## src/rtl/fw_boot_loader_pkg.sv

```systemverilog
// Shared constants and state encoding for the firmware boot loader.
// Address and data widths match the 6502 bus that the loader feeds.
package fw_boot_loader_pkg;

    localparam int ADDR_WIDTH = 16;
    localparam int REG_WIDTH  = 8;

    localparam logic [15:0] INSTRUCTION_BASE  = 16'h8000;
    localparam logic [15:0] RESET_VECTOR_ADDR = 16'hFFFC;

    typedef enum logic [2:0] {
        IDLE,
        LOAD,
        VEC_LO,
        VEC_HI,
        HOLD,
        DONE,
        ERROR
    } boot_state_t;

endpackage

```

## src/rtl/fw_boot_loader.sv

```systemverilog
// Streams a firmware image into memory, writes the reset vector, then releases the CPU.
// Every output is a register and is assigned in the same block as the state.
//
// state  | meaning
// -------+-------------------------------------------------------------
// IDLE   | after reset, CPU held in reset, waiting for start
// LOAD   | accepting image bytes, one memory write per accepted byte
// VEC_LO | writing LOAD_BASE low byte to VECTOR_ADDR
// VEC_HI | writing LOAD_BASE high byte to VECTOR_ADDR+1
// HOLD   | keeping CPU in reset for HOLD_CYCLES cycles
// DONE   | CPU released; start reloads
// ERROR  | image reached the vector address; CPU held in reset
module fw_boot_loader
    import fw_boot_loader_pkg::*;
#(
    parameter int                    ADDR_WIDTH  = fw_boot_loader_pkg::ADDR_WIDTH,
    parameter int                    REG_WIDTH   = fw_boot_loader_pkg::REG_WIDTH,
    parameter logic [ADDR_WIDTH-1:0] LOAD_BASE   = fw_boot_loader_pkg::INSTRUCTION_BASE,
    parameter logic [ADDR_WIDTH-1:0] VECTOR_ADDR = fw_boot_loader_pkg::RESET_VECTOR_ADDR,
    parameter int                    HOLD_CYCLES = 4
) (
    input  logic                  clk,
    input  logic                  reset_n,
    input  logic                  start,
    input  logic                  in_valid,
    input  logic [REG_WIDTH-1:0]  in_data,
    input  logic                  in_last,
    output logic                  in_ready,
    output logic                  mem_we,
    output logic [ADDR_WIDTH-1:0] mem_addr,
    output logic [REG_WIDTH-1:0]  mem_din,
    output logic                  cpu_reset_n,
    output logic                  busy,
    output logic                  done,
    output logic                  error,
    output logic [ADDR_WIDTH-1:0] byte_count
);

    localparam logic [REG_WIDTH-1:0]  VEC_LO_BYTE = LOAD_BASE[REG_WIDTH-1:0];
    localparam logic [REG_WIDTH-1:0]  VEC_HI_BYTE = REG_WIDTH'(LOAD_BASE >> REG_WIDTH);
    localparam logic [ADDR_WIDTH-1:0] VEC_HI_ADDR = VECTOR_ADDR + ADDR_WIDTH'(1);
    localparam logic [7:0]            HOLD_LOAD   = 8'(HOLD_CYCLES);

    boot_state_t           state;
    logic [ADDR_WIDTH-1:0] wr_ptr;
    logic [7:0]            hold_cnt;

    always_ff @(posedge clk or negedge reset_n) begin
        if (!reset_n) begin
            state       <= IDLE;
            wr_ptr      <= '0;
            hold_cnt    <= '0;
            in_ready    <= 1'b0;
            mem_we      <= 1'b0;
            mem_addr    <= '0;
            mem_din     <= '0;
            cpu_reset_n <= 1'b0;
            busy        <= 1'b0;
            done        <= 1'b0;
            error       <= 1'b0;
            byte_count  <= '0;
        end else begin
            mem_we <= 1'b0;

            // start is honoured only in the three non-busy states
            if (start && (state == IDLE || state == DONE || state == ERROR)) begin
                state       <= LOAD;
                wr_ptr      <= LOAD_BASE;
                byte_count  <= '0;
                in_ready    <= 1'b1;
                busy        <= 1'b1;
                cpu_reset_n <= 1'b0;
                done        <= 1'b0;
                error       <= 1'b0;
            end else begin
                unique case (state)
                    LOAD: begin
                        if (in_valid && in_ready) begin
                            // the overflow check comes before the increment, so the pointer never wraps
                            if (wr_ptr == VECTOR_ADDR) begin
                                state    <= ERROR;
                                in_ready <= 1'b0;
                                busy     <= 1'b0;
                                error    <= 1'b1;
                            end else begin
                                mem_we     <= 1'b1;
                                mem_addr   <= wr_ptr;
                                mem_din    <= in_data;
                                wr_ptr     <= wr_ptr + ADDR_WIDTH'(1);
                                byte_count <= byte_count + ADDR_WIDTH'(1);
                                if (in_last) begin
                                    state    <= VEC_LO;
                                    in_ready <= 1'b0;
                                end
                            end
                        end
                    end
                    VEC_LO: begin
                        mem_we   <= 1'b1;
                        mem_addr <= VECTOR_ADDR;
                        mem_din  <= VEC_LO_BYTE;
                        state    <= VEC_HI;
                    end
                    VEC_HI: begin
                        mem_we   <= 1'b1;
                        mem_addr <= VEC_HI_ADDR;
                        mem_din  <= VEC_HI_BYTE;
                        hold_cnt <= HOLD_LOAD;
                        state    <= HOLD;
                    end
                    HOLD: begin
                        if (hold_cnt == 8'd1) begin
                            state       <= DONE;
                            busy        <= 1'b0;
                            done        <= 1'b1;
                            cpu_reset_n <= 1'b1;
                        end else begin
                            hold_cnt <= hold_cnt - 8'd1;
                        end
                    end
                    IDLE, DONE, ERROR: begin
                    end
                    default: begin
                        state    <= IDLE;
                        in_ready <= 1'b0;
                        busy     <= 1'b0;
                    end
                endcase
            end
        end
    end

endmodule

```

## config.mk

```make
export PLATFORM = sky130hd
export DESIGN_NAME = fw_boot_loader
export DESIGN_NICKNAME = d
export VERILOG_FILES = /design/src/rtl/fw_boot_loader_pkg.sv /design/src/rtl/fw_boot_loader.sv
export SDC_FILE = /design/constraint.sdc
export NUM_CORES = 1
export LEC_CHECK = 0
export ABC_AREA = 1
export CAP_MARGIN = 20
export CORE_MARGIN = 2
export CORE_UTILIZATION = 50
export DETAILED_ROUTE_END_ITERATION = 8
export PLACE_DENSITY = 0.8
export SLEW_MARGIN = 25
export SYNTH_ARGS = -nofsm -noshare
export SYNTH_HDL_FRONTEND = slang
export SYNTH_SLANG_ARGS = --single-unit
```

## constraint.sdc

```tcl
create_clock -name clk -period 2.3 [get_ports clk]
set_clock_uncertainty 0.1 [all_clocks]
set_input_delay 0.46 -clock clk [delete_from_list [all_inputs] [get_ports clk]]
set_output_delay 0.46 -clock clk [all_outputs]
set_load 0.05 [all_outputs]
```

==> metrics.csv, run 1 <==
metric;value;unit
combPwrFrac;46.9;%
crit_required;1740;ps
die_y;92.3;µm
hold_path_class;input pin to asynchronous set/reset pin;
cp.depth;1;
avgSynthCellArea;7.29;µm²
cp.arrival;1680;ps
die_x;92.3;µm
drtPass1Iterations;4;
drv_cap;0;
gp_congestion;0.908;
drc;0;
routedWlPerCell;12.3;µm
yosysSeqAreaShare;46.2;%
grt_antenna_before_repair;0;
port_buffers;58;
synth.cell_area;3900;µm²
clkSinkCount;72;
io_pins;59;
cts.clk_slew.worst_paths;70;ps
cp_top_family;buffers and inverters;
synth-seq-cells;72;
yosys_warnings;0;
max_freq;0.446;GHz
fill_cells;678;
hpwl;6.08;mm
seq_power_share;32.3;%
r2r_start;wr_ptr[0];
rsz0062_at_grt;false;
drtIter0Drc;184;
finalSetupViolations;0;
critPathSlowestCell;clkdlybuf4s50_1;
p_total;0.00557;W
netlist_instances;535;
grt_pass1_wl;15.0;mm
post_cts_resized;0;
rr_worst_depth;10;
row_count;32;
setup_tns;0;ps
clkPwrFrac;20.7;%
layout_common_cells;nand2_1, nor2_1, dfrtp_1, clkdlybuf4s50_1, inv_1;
powerDensity;1150;nW/µm²
endpoint;byte_count[4];
coreArea;7650;µm²
grt.overflow.total;0;
diodes;0;
grt_pass1_vias;3414;
start_util;51.0;%
die-area;8520;µm²
power_switching;0.00251;W
swShare;45.0;%
synth.distinct_cells;30;
cts_max_level;3;
final_common_cell;nand2_1;
slowest_delay;860;ps
worstSetupEndpointType;output port;
period_minus_slack;2240;ps
p_leak;2.40;nW
hold_violations;0;
fin_hold_ws;19.6;ps
path_buf_inv;1;
crit_chain;clkdlybuf4s50_1;
critPathLaunch;byte_count[4];
clock-root-buffer;clkbuf_8;
p_int;0.00306;W
r2r_end;wr_ptr[7];
grt_max_degree;73;
post-route-period-util;97.5;%
critPathMaxFanout;7;
worstMarginPinSlew;510;ps
multiInputGateArea;1850;µm²
layout.area.seq;1800;µm²
ant_nets;0;
grt_use_total;21.7;%
cts_buffer_depth;2;
drive_above_1_share;5.63;%
area_growth;23.8;%
vias;3576;
wirelength;8.68;mm
rrSetupSlack;350;ps
slew_headroom;65.9;%
numCtsBuffers;9;
status;finished clean;
nNetsFinal;617;
vdd_drop_max;0.581;mV
syn-num-nets;553;
clk_latency;350;ps
vias_per_cell;5.07;
cts_tree;yes;
final-max-slew-violation-count;0;
holdBufCountCts;0;
post_cts_buffers;0;
crit_type;register to output port;
worstSetupStartpointType;register;
per-stage QoR:
step                worst slack (ps)  cell area [µm²]  util (%)  cells
floorplan                        532             3900         -    535
global placement                 313             4590      60.1    690
detailed placement               243             4590      60.1    690
CTS                             54.7             4830      63.1    706
global route                    24.7             4830      63.1    706
finish                          57.0             4830      63.1    706
power groups by stage:
stage	Combinational, W	Clock (W)	Sequential, W
6_report	0.00261	0.00115	0.00180
5_1_grt	0.00284	0.00124	0.00184
4_1_cts	0.00263	0.00118	0.00180
3_5_place_dp	0.00261	0	0.00182
3_3_place_gp	0.00255	0	0.00181
2_1_floorplan	0.00114	0	0.00251
cells by family (layout without fill, tap and decap cells):
| group | Yosys count | after routing | share of synthesized area [%] |
|---|---|---|---|
| AO/OA/AOI/OAI | 26 | 26 | 3.75 |
| AND/OR/NAND/NOR | 353 | 353 | 37.3 |
| adder cells (fa/ha/maj) | 5 | 5 | 1.60 |
| XOR/XNOR | 21 | 21 | 4.72 |
| flip-flops | 72 | 72 | 46.2 |
| buffers and inverters | 58 | 127 | 6.45 |
how the worst min path moves through the flow:
stage | from | end | slack (ps)
final | reset_n | mem_din[1] | 20
after global routing | reset_n | mem_din[5] | 70
after CTS | reset_n | mem_din[1] | 50
after detailed placement | mem_din[2] | mem_din[2] | 360
after global placement | mem_din[7] | mem_din[7] | 350
after floorplan | reset_n | busy | 60
synthesized netlist by cell type:
cell type / n / area (µm²)
nand2_1: 187 / 702
nor2_1: 104 / 390
dfrtp_1: 72 / 1800
inv_1: 39 / 146
nand3_1: 38 / 190
xor2_1: 19 / 166
o21ai_0: 15 / 75.1
nand4_1: 13 / 81.3
buf_2: 8 / 40.0
ha_1: 5 / 62.6
inv_2: 4 / 15.0
o21bai_1: 3 / 22.5
a21oi_1: 2 / 10.0
buf_6: 2 / 22.5
clkinv_1: 2 / 7.51
nand2_2: 2 / 12.5
nand2_4: 2 / 22.5
nand3b_1: 2 / 15.0
nor3_1: 2 / 10.0
o21ai_1: 2 / 10.0
o22ai_1: 2 / 12.5
xnor2_1: 2 / 17.5
and2_1: 1 / 6.26
buf_4: 1 / 7.51
clkbuf_1: 1 / 3.75
clkinv_4: 1 / 8.76
nand3_4: 1 / 17.5
o21a_1: 1 / 7.51
o21ai_2: 1 / 8.76
or2_2: 1 / 6.26
registers in the layout (all words and copies together) (netlist names):
| signal | cells |
|---|---|
| error | 1 |
| done | 1 |
| state | 3 |
| mem_din | 8 |
| in_ready | 1 |
| hold_cnt | 8 |
| wr_ptr | 16 |
| busy | 1 |
| mem_we | 1 |
| byte_count | 16 |
| mem_addr | 16 |
final cells by class:
cell class	instances	share of cell area (%)
clock buffers	14	3.58
clock inverters	2	1.24
inverters	46	3.68
multi-input cells	405	38.3
flip-flops and latches	72	37.3
well taps	102	2.64
repair buffers	65	13.3
layer usage:
| layer | vias up | track usage [%] | share of wire, % |
|---|---|---|---|
| li1 | 1799 | - | - |
| met1 | 1680 | 27.8 | 46 |
| met2 | 85 | 36.4 | 48 |
| met3 | 12 | 3.01 | 3.7 |
| met4 | 0 | 9.83 | 1.6 |
| met5 | - | 0 | 0 |
Note: power is estimated with default switching activity, not from simulation.
==> run 2, diff against run 1 <==
--- a/config.mk
+++ b/config.mk
@@ -10,7 +10,8 @@
 export CORE_MARGIN = 2
 export CORE_UTILIZATION = 50
 export DETAILED_ROUTE_END_ITERATION = 8
-export PLACE_DENSITY = 0.8
+export DONT_BUFFER_PORTS = 1
+export PLACE_DENSITY = 0.7
 export SLEW_MARGIN = 25
 export SYNTH_ARGS = -nofsm -noshare
 export SYNTH_HDL_FRONTEND = slang
==> run 2 against run 1 <==
Cell area shrank 8.7%. Critical path type is now register to register. Flip-flop and latch count is the same. Largest cell class unchanged. Routed wire length grew 0.15%. Non-clock buffer count shrank 37.
==> metrics.csv, run 2 (synthesis gave the netlist of run 1 again) <==
metric;value;unit;change
post_cts_buffers;0;;unchanged
cts_max_level;3;;unchanged
wirelength;8.69;mm;+0.15%
powerDensity;1170;nW/µm²;+1.4%
p_leak;2.28;nW;-4.6%
drtIter0Drc;252;;+37%
fin_hold_ws;120;ps;+100 ps
hold_violations;0;;unchanged
fill_cells;695;;+2.5%
die-area;8520;µm²;unchanged
crit_required;2430;ps;+690 ps
coreArea;7650;µm²;unchanged
row_count;32;;unchanged
gp_congestion;0.896;;-1.4%
rsz0062_at_grt;false;;
final_core_utilization;57.6;%;-5.5 points
vias;3420;;-4.4%
grt_antenna_before_repair;0;;unchanged
drv_cap;0;;unchanged
hpwl;6.14;mm;+0.96%
drive_above_1_share;9.54;%;+3.9 points
nNetsFinal;580;;-6.0%
grt.overflow.total;0;;unchanged
grt_use_total;22.1;%;+0.49 points
port_buffers;0;;-100%
worstSetupStartpointType;register;;
drc;0;;unchanged
worstSetupEndpointType;register;;
start_util;51.0;%;unchanged
critPathMaxFanout;26;;+19
dpl.cell_count;651;;-5.7%
reg.largest.list;byte_count x16, mem_addr x16, wr_ptr x16;;
period_minus_slack;2000;ps;-246 ps
stdcell_count;668;;-5.4%
clkSinkCount;72;;unchanged
worstMarginPinSlew;530;ps;+19.7 ps
finalSetupViolations;0;;unchanged
post-route-period-util;86.8;%;-11 points
layout_common_cells;nand2_1, nor2_1, dfrtp_1, inv_1, nand3_1;;
slew_headroom;64.7;%;-1.2 points
grt_max_degree;73;;unchanged
post_cts_resized;0;;unchanged
hold_path_class;input pin to register;;
routedWlPerCell;13.0;µm;+5.8%
cp.arrival;2130;ps;+450 ps
cts_buffer_depth;2;;unchanged
clk_latency;350;ps;about the same
cts.clk_slew.worst_paths;80;ps;about the same
max_freq;0.501;GHz;+12%
io_pins;59;;unchanged
setup_tns;0;ps;unchanged
grt_pass1_wl;15.2;mm;+1.5%
cts_tree;yes;;
holdBufCountCts;2;;+2
final_common_cell;nand2_1;;
ant_nets;0;;unchanged
crit_type;register to register;;
grt_pass1_vias;3416;;+0.059%
vdd_drop_max;0.772;mV;+33%
die_x;92.3;µm;unchanged
fin_area;4410;µm²;-8.7%
clock-root-buffer;clkbuf_8;;
vias_per_cell;5.12;;+1.1%
diodes;0;;unchanged
status;finished clean;;
drtPass1Iterations;5;;+1
numCtsBuffers;9;;unchanged
area_growth;13.0;%;
die_y;92.3;µm;unchanged
final-max-slew-violation-count;0;;unchanged
dpl_cell_area;4150;µm²;-9.7%
## run 2: cell count changes in the layout (fill, tap and decap cells not counted)
cell             previous run  this run
clkinv_2                    0         1
buf_16                      0         1
clkdlybuf4s50_1            57         0
buf_4                       6        26
buf_2                       1         0
clkbuf_1                    2         0
clkinv_4                    1         2
buf_12                      1         0
clkbuf_8                   12        10
clkinvlp_4                  0         1
dlygate4sd3_1               0         1
## run 2: worst max-delay path, cell delays in order, from the launching register on
cell	delay, ps
dfrtp_1	400
inv_1	100
ha_1	210
nand2_1	70
nor2_1	50
nand2_2	100
nand3_4	220
nand2_4	230
clkinv_4	210
nand2_1	120
nand2_1	60
## run 2: per-layer routing
metal / global-route usage, % / vias to the layer above / wire length, µm
li1: - / 1720 / -
met1: 27.5 / 1591 / 3860
met2: 37.8 / 94 / 4260
met3: 3.74 / 15 / 415
met4: 10.1 / 0 / 158
met5: 0 / - / 0
## run 2: cell type report
| cell class | count | area [µm²] | share of cell area, % |
|---|---|---|---|
| Inverter | 46 | 178 | 4.03 |
| Clock buffer | 10 | 138 | 3.12 |
| Multi-Input combinational cell | 405 | 1850 | 41.9 |
| Sequential cell | 72 | 1800 | 40.9 |
| Timing Repair Buffer | 28 | 233 | 5.28 |
| Tap cell | 102 | 128 | 2.90 |
| Clock inverter | 5 | 81.3 | 1.85 |
## run 2: where the power goes
part           internal (W)  switching (W)  total, W
Combinational      0.000484        0.00116   0.00164
Clock              0.000634       0.000470   0.00110
Sequential          0.00156       0.000848   0.00241
## run 2: worst paths after layout
kind,startpoint,endpoint,slack (ps),cells past startpoint
min in group asynchronous,reset_n,mem_din[3],550,2
max reg2reg,wr_ptr[0],byte_count[9],300,10
max,wr_ptr[0],byte_count[9],300,10
min,in_data[6],mem_din[6],120,2
min reg2reg,done,done,430,2
max in group asynchronous,reset_n,busy,1230,2
## run 2: per-stage QoR
step / total power (W) / setup slack [ps]
floorplan: 0.00365 / 532
global placement: 0.00399 / 401
detailed placement: 0.00405 / 298
CTS: 0.00520 / 282
global route: 0.00550 / 81.1
finish: 0.00515 / 303
==> run 3, diff against run 2 <==
--- a/config.mk
+++ b/config.mk
@@ -12,6 +12,7 @@
 export DETAILED_ROUTE_END_ITERATION = 8
 export DONT_BUFFER_PORTS = 1
 export PLACE_DENSITY = 0.7
+export SETUP_SLACK_MARGIN = 0.05
 export SLEW_MARGIN = 25
 export SYNTH_ARGS = -nofsm -noshare
 export SYNTH_HDL_FRONTEND = slang
==> results of run 3 <==
The final DEF is identical to that of run 2; final timing and power are the same.
